File: src/rtl/escalonador_processos.sv
// Round-robin process scheduler: process table with saved PCs, quantum counter
// and the context-switch handshake with the OS switch routine.
module escalonador_processos #(
    parameter int  NUM_PROC = 8,
    parameter int  QUANTUM  = 16,
    parameter int  PC_W     = 32,
    localparam int IW       = $clog2(NUM_PROC),
    localparam int QW       = $clog2(QUANTUM)
) (
    input  logic                clock,
    input  logic                reset,
    input  logic                habilita,
    input  logic                instr_valida,
    input  logic [PC_W-1:0]     pc_atual,
    input  logic                cria_proc,
    input  logic [IW-1:0]       id_cria,
    input  logic [PC_W-1:0]     pc_inicial,
    input  logic                fim_proc,
    input  logic                io_proc,
    input  logic                troca_ack,
    output logic                troca_contexto,
    output logic                carrega_pc,
    output logic [PC_W-1:0]     pc_retorno,
    output logic [IW-1:0]       proc_atual,
    output logic                ocioso,
    output logic [NUM_PROC-1:0] ativos
);

    typedef enum logic [2:0] {
        OCIOSO,
        EXECUTA,
        SALVA,
        SELECIONA,
        AGUARDA_ACK
    } estado_t;

    localparam logic [QW-1:0] Q_ULTIMO = QW'(QUANTUM - 1);

    estado_t         estado, estado_prox;
    logic [QW-1:0]   cont_quantum;
    logic [PC_W-1:0] tabela_pc [NUM_PROC];
    logic            salva_pc;

    logic            em_exec;
    logic            evt_fim, evt_io, evt_expira, conta;
    logic            aceita_cria;
    logic            achou;
    logic [IW-1:0]   proximo, candidato;

    // Round-robin search starting after proc_atual; proc_atual itself is the last candidate.
    always_comb begin
        // NOTE: every variable gets a default before any branch, so no latch is inferred.
        achou     = 1'b0;
        proximo   = proc_atual;
        candidato = '0;
        for (int i = 1; i <= NUM_PROC; i++) begin
            candidato = proc_atual + IW'(i);
            if (!achou && ativos[candidato]) begin
                achou   = 1'b1;
                proximo = candidato;
            end
        end
    end

    // State register
    always_ff @(posedge clock or posedge reset) begin
        if (reset) begin
            estado <= OCIOSO;
        end else begin
            // NOTE: sequential state uses non-blocking assignments only.
            estado <= estado_prox;
        end
    end

    // Next-state logic
    always_comb begin
        estado_prox = estado;
        case (estado)
            OCIOSO:      if (habilita && (|ativos)) estado_prox = SELECIONA;
            EXECUTA:     if (evt_fim || evt_io || evt_expira) estado_prox = SALVA;
            SALVA:       estado_prox = SELECIONA;
            SELECIONA:   estado_prox = achou ? AGUARDA_ACK : OCIOSO;
            AGUARDA_ACK: if (troca_ack) estado_prox = EXECUTA;
            default:     estado_prox = OCIOSO;
        endcase
    end

    // Output / control decode; event priority is fim > io > quantum expiry.
    always_comb begin
        ocioso      = (estado == OCIOSO);
        em_exec     = (estado == EXECUTA) && habilita;
        evt_fim     = em_exec && fim_proc;
        evt_io      = em_exec && !fim_proc && io_proc;
        evt_expira  = em_exec && !fim_proc && !io_proc && instr_valida
                      && (cont_quantum == Q_ULTIMO);
        conta       = em_exec && !fim_proc && !io_proc && instr_valida
                      && (cont_quantum != Q_ULTIMO);
        aceita_cria = cria_proc && !ativos[id_cria];
    end

    // Control datapath: active bitmap, quantum, selection and handshake pulses.
    always_ff @(posedge clock or posedge reset) begin
        if (reset) begin
            ativos         <= '0;
            proc_atual     <= '0;
            cont_quantum   <= '0;
            salva_pc       <= 1'b0;
            troca_contexto <= 1'b0;
            carrega_pc     <= 1'b0;
        end else begin
            if (evt_fim) ativos[proc_atual] <= 1'b0;
            // Checked against the registered bitmap, so an entry being ended this cycle stays ignored.
            if (aceita_cria) ativos[id_cria] <= 1'b1;

            if (estado == EXECUTA) salva_pc <= evt_io || evt_expira;

            if (conta) cont_quantum <= cont_quantum + QW'(1);

            if ((estado == SELECIONA) && achou) begin
                proc_atual   <= proximo;
                cont_quantum <= '0;
            end

            troca_contexto <= (estado == SELECIONA) && achou;
            carrega_pc     <= (estado == AGUARDA_ACK) && troca_ack;
        end
    end

    // Process PC table. Writes never collide: a creation only targets an
    // inactive entry, while the save only targets the running (active) one.
    always_ff @(posedge clock or posedge reset) begin
        if (reset) begin
            // NOTE: this table is cleared on reset, so it builds from flops, not a RAM macro.
            for (int i = 0; i < NUM_PROC; i++) tabela_pc[i] <= '0;
            pc_retorno <= '0;
        end else begin
            if (aceita_cria) tabela_pc[id_cria] <= pc_inicial;
            if ((estado == SALVA) && salva_pc) tabela_pc[proc_atual] <= pc_atual;
            pc_retorno <= tabela_pc[proc_atual];
        end
    end

    a_troca_pulso: assert property (@(posedge clock) disable iff (reset)
        troca_contexto |=> !troca_contexto);

    a_carrega_executa: assert property (@(posedge clock) disable iff (reset)
        carrega_pc |-> (estado == EXECUTA));

    a_exec_ativo: assert property (@(posedge clock) disable iff (reset)
        (estado == EXECUTA) |-> ativos[proc_atual]);

endmodule
File: config.mk
export PLATFORM = sky130hd
export DESIGN_NAME = escalonador_processos
export DESIGN_NICKNAME = d
export VERILOG_FILES = /design/src/rtl/escalonador_processos.sv
export SDC_FILE = /design/constraint.sdc
export NUM_CORES = 1
export LEC_CHECK = 0
export CAP_MARGIN = 10
export CORE_UTILIZATION = 59
export CTS_CLUSTER_DIAMETER = 30
export CTS_CLUSTER_SIZE = 10
export DETAILED_ROUTE_END_ITERATION = 8
export PLACE_DENSITY = 0.87
export SLEW_MARGIN = 20
export SYNTH_ARGS = -nofsm -noshare
export SYNTH_HDL_FRONTEND = slang
export SYNTH_SLANG_ARGS = --single-unit
File: constraint.sdc
create_clock -name clock -period 13.7 [get_ports clock]
set_input_delay 2.055 -clock clock [delete_from_list [all_inputs] [get_ports clock]]
set_output_delay 2.055 -clock clock [all_outputs]
set_load 0.01 [all_outputs]
==> reports/results.md <==
Setup path
• Critical Path AT: 2.21 ns
• critical-path cell list: clkdlybuf4s50_1
• Bufs and invs on worst path: 1
• standard cell with the maximum stage delay on the critical path: dfrtp_4
• kind of capture point of the worst setup path: primary output
• maximum single-stage delay on the critical path: 0.98 ns
• required time reported for the critical path endpoint: 11.64 ns
• WS Path Type: reg -> out
• family with the most delay on the worst path: flip-flops
• worst-path fanout max: 48
• critical path launch point type: flip-flop

Final layout
• Layout Area Growth over Synthesis: 20.2%
• share of cells above drive strength 1: 14.0%
• net count of the finished layout: 1690
• number of filler instances in the final layout: 1702

Pwr
• power density normalized to cell area: 252 mW/mm^2
• post-layout total power: 4.95 mW
• static leakage: 7.80 nW
• VDD IR max: 139 uV

Yosys
• synth top area cells: dfrtp_1 (47%), mux2i_1 (16%), mux4_2 (10%)
• unique cell type count in the Yosys netlist: 52
• async set or reset register ratio after synthesis: 100%
• number of flip-flops and latches in the synthesized netlist: 309
• Yosys warning count: 0
• sequential cell area fraction in the yosys report: 47.3%
• share of the synthesized area in the top cell type: 47.3%
• number of synthesized flops with an enable pin: 0
• Commonest cells post-synth: dfrtp_1 (309), nor2_1 (272), mux2i_1 (261)
• Avg Cell Area, Syn: 10.4 sq um
• total standard cell area after synthesis: 0.0163 sq mm
• synthesized net count: 1653
• Syn Inst Count: 1571
• dominant register cell in the synthesized netlist: dfrtp_1
• count leader, synth: dfrtp_1
• leading area contributor after synthesis: dfrtp_1

Detailed routing
• number of routed nets with antenna violations: 0
• DR iter-0 viols: 1176
• via count: 12600
• drt via density: 6.31
• detail-routed net length per standard cell: 21.6 microns
• router iterations before antenna repair: 7
• post-route DRC violation count: 0
• final wirelength: 43300 microns

STA
• worst relative slew slack: 33.5%
• worst-case clock skew: 0.0169 ns
• Min Clock Period, post-route: 4.27 ns
• setup ws final: 9.43 ns
• Final TNS setup: 0 ns
• Slew @ Worst Pin: 0.998 ns
• setup repair after global routing missed its margin: no
• Final period util: 31.2%
• Setup violations, final: 0
• Max Slew Vio Count: 0
• highest achievable clock rate: 234 MHz
• final hold vios: 0

Clock tree
• post-CTS clock slew at the launch and capture registers of the worst setup and hold paths: 0.04 ns
• setup bufs post-CTS: 0
• Sink Count: 309
• CTS max path bufs: 3
• CTS Buf Count: 58
• Max H-tree Level: 2
• CTS hold repair buffers: 0
• post-cts resize count: 0
• Worst-Skew Late Latency: 0.57 ns
• CTS tree: yes
• CTS Root Cell: clkbuf_16

Die
• die extent in y: 168 microns
• starting utilization of the core area: 60.5%
• I/O pin count: 121
• num rows: 60
• Die Footprint: 0.0284 sq mm
• Die W: 168 microns
• area of the placeable core: 0.0270 sq mm

Place
• dpl hpwl: 23800 microns
• count of buffers inserted at the top-level ports: 120
• weighted congestion at the end of routability-driven global placement: 0.831
• post-place setup slack: 9.25 ns

Hold path
• type of the most critical hold path: reg -> reg

Global route
• pin count of the biggest net entering global routing: 145
• combined global-route utilization of all metal layers: 31.2%
• via count of the first global-routing pass: 13200
• wire length of the first global-routing pass: 69200 microns
• initial antenna violation count: 3
• grt ovf: 0

Flow run
• maximum capacitance violations: 0

Run status
• result of the run: complete, no violations

==> layout by cell type (no fill, tap or decap), types with 5 or more instances in the layout <==
cell type	netlist	routed
dfrtp_1	309	306
nor2_1	272	272
mux2i_1	261	261
a21oi_1	260	260
clkdlybuf4s50_1	0	120
nand2_1	125	117
mux4_2	76	76
clkbuf_16	0	59
buf_4	0	23
clkbuf_1	108	12
bufinv_16	0	10
clkbuf_8	0	9
nand2_2	0	8
a21o_1	8	8
ha_1	7	7
clkinv_2	0	7
nand2b_1	5	5
nor3b_1	5	5
mux2_2	5	5
nor3_1	9	5
==> stage by stage <==
stage	util (%)	hold slack, ns	cells	instance area (sq um)
detailed placement	64.9	0.531	1889	17500
CTS	72.6	0.539	1996	19600
global placement	64.9	0.531	1889	17500
finish	72.7	0.536	1999	19600
global route	72.7	0.576	1998	19600
floorplan	-	0.512	1571	16300
==> worst paths after layout <==
path                               start         endpoint  cells after the start  slack [ns]
min reg2reg                     salva_pc         salva_pc                      2        0.54
max                        proc_atual[0]    proc_atual[0]                      1        9.43
min                             salva_pc         salva_pc                      2        0.54
min in group asynchronous          reset  cont_quantum[3]                      2        2.11
max reg2reg                proc_atual[0]        estado[0]                      9        9.67
max in group asynchronous          reset    tabela_pc[13]                      3       10.20
==> cells by family (layout without fill, tap and decap cells) <==
logic type	Yosys count	in the layout	synth area share [%]
flops	309	309	47.3
mux	345	345	27.1
simple gates	438	438	11.0
compound gates	291	291	9.36
xor+xnor	6	6	0.322
other cells	0	3	0
fa+ha+maj	7	7	0.536
buf+inv	175	259	4.44
==> state kept, by name, summed over array words and instances (netlist names) <==
name,cells
ativos,8
carrega_pc,1
cont_quantum,4
estado,3
pc_retorno,32
proc_atual,3
salva_pc,1
tabela_pc,256
troca_contexto,1
==> power by group <==
group / internal [mW] / switching, mW
Sequential: 1.38 / 0.333
Clock: 1.02 / 0.467
Combinational: 0.929 / 0.814
Total: 3.33 / 1.61
==> layer usage <==
layer	GRT usage [%]	vias to the layer above	share of wire, %
met3	4.89	122	7.1
met5	0	-	0
li1	-	5574	-
met1	38.2	6283	39
met2	54.0	635	51
met4	15.1	0	3.5
==> area by class of cell <==
type                    instances  area, sq um  share of cell area, %
multi-input cells            1087         7970                   40.6
flip-flops and latches        309         7740                   39.4
clock buffers                  80         1650                   8.38
repair buffers                145         1400                   7.11
well taps                     341          427                   2.17
clock inverters                27          419                   2.13
inverters                       7         33.8                  0.172
diodes                          3         7.51                 0.0382
No activity file was read; power rests on OpenSTA's default activity.
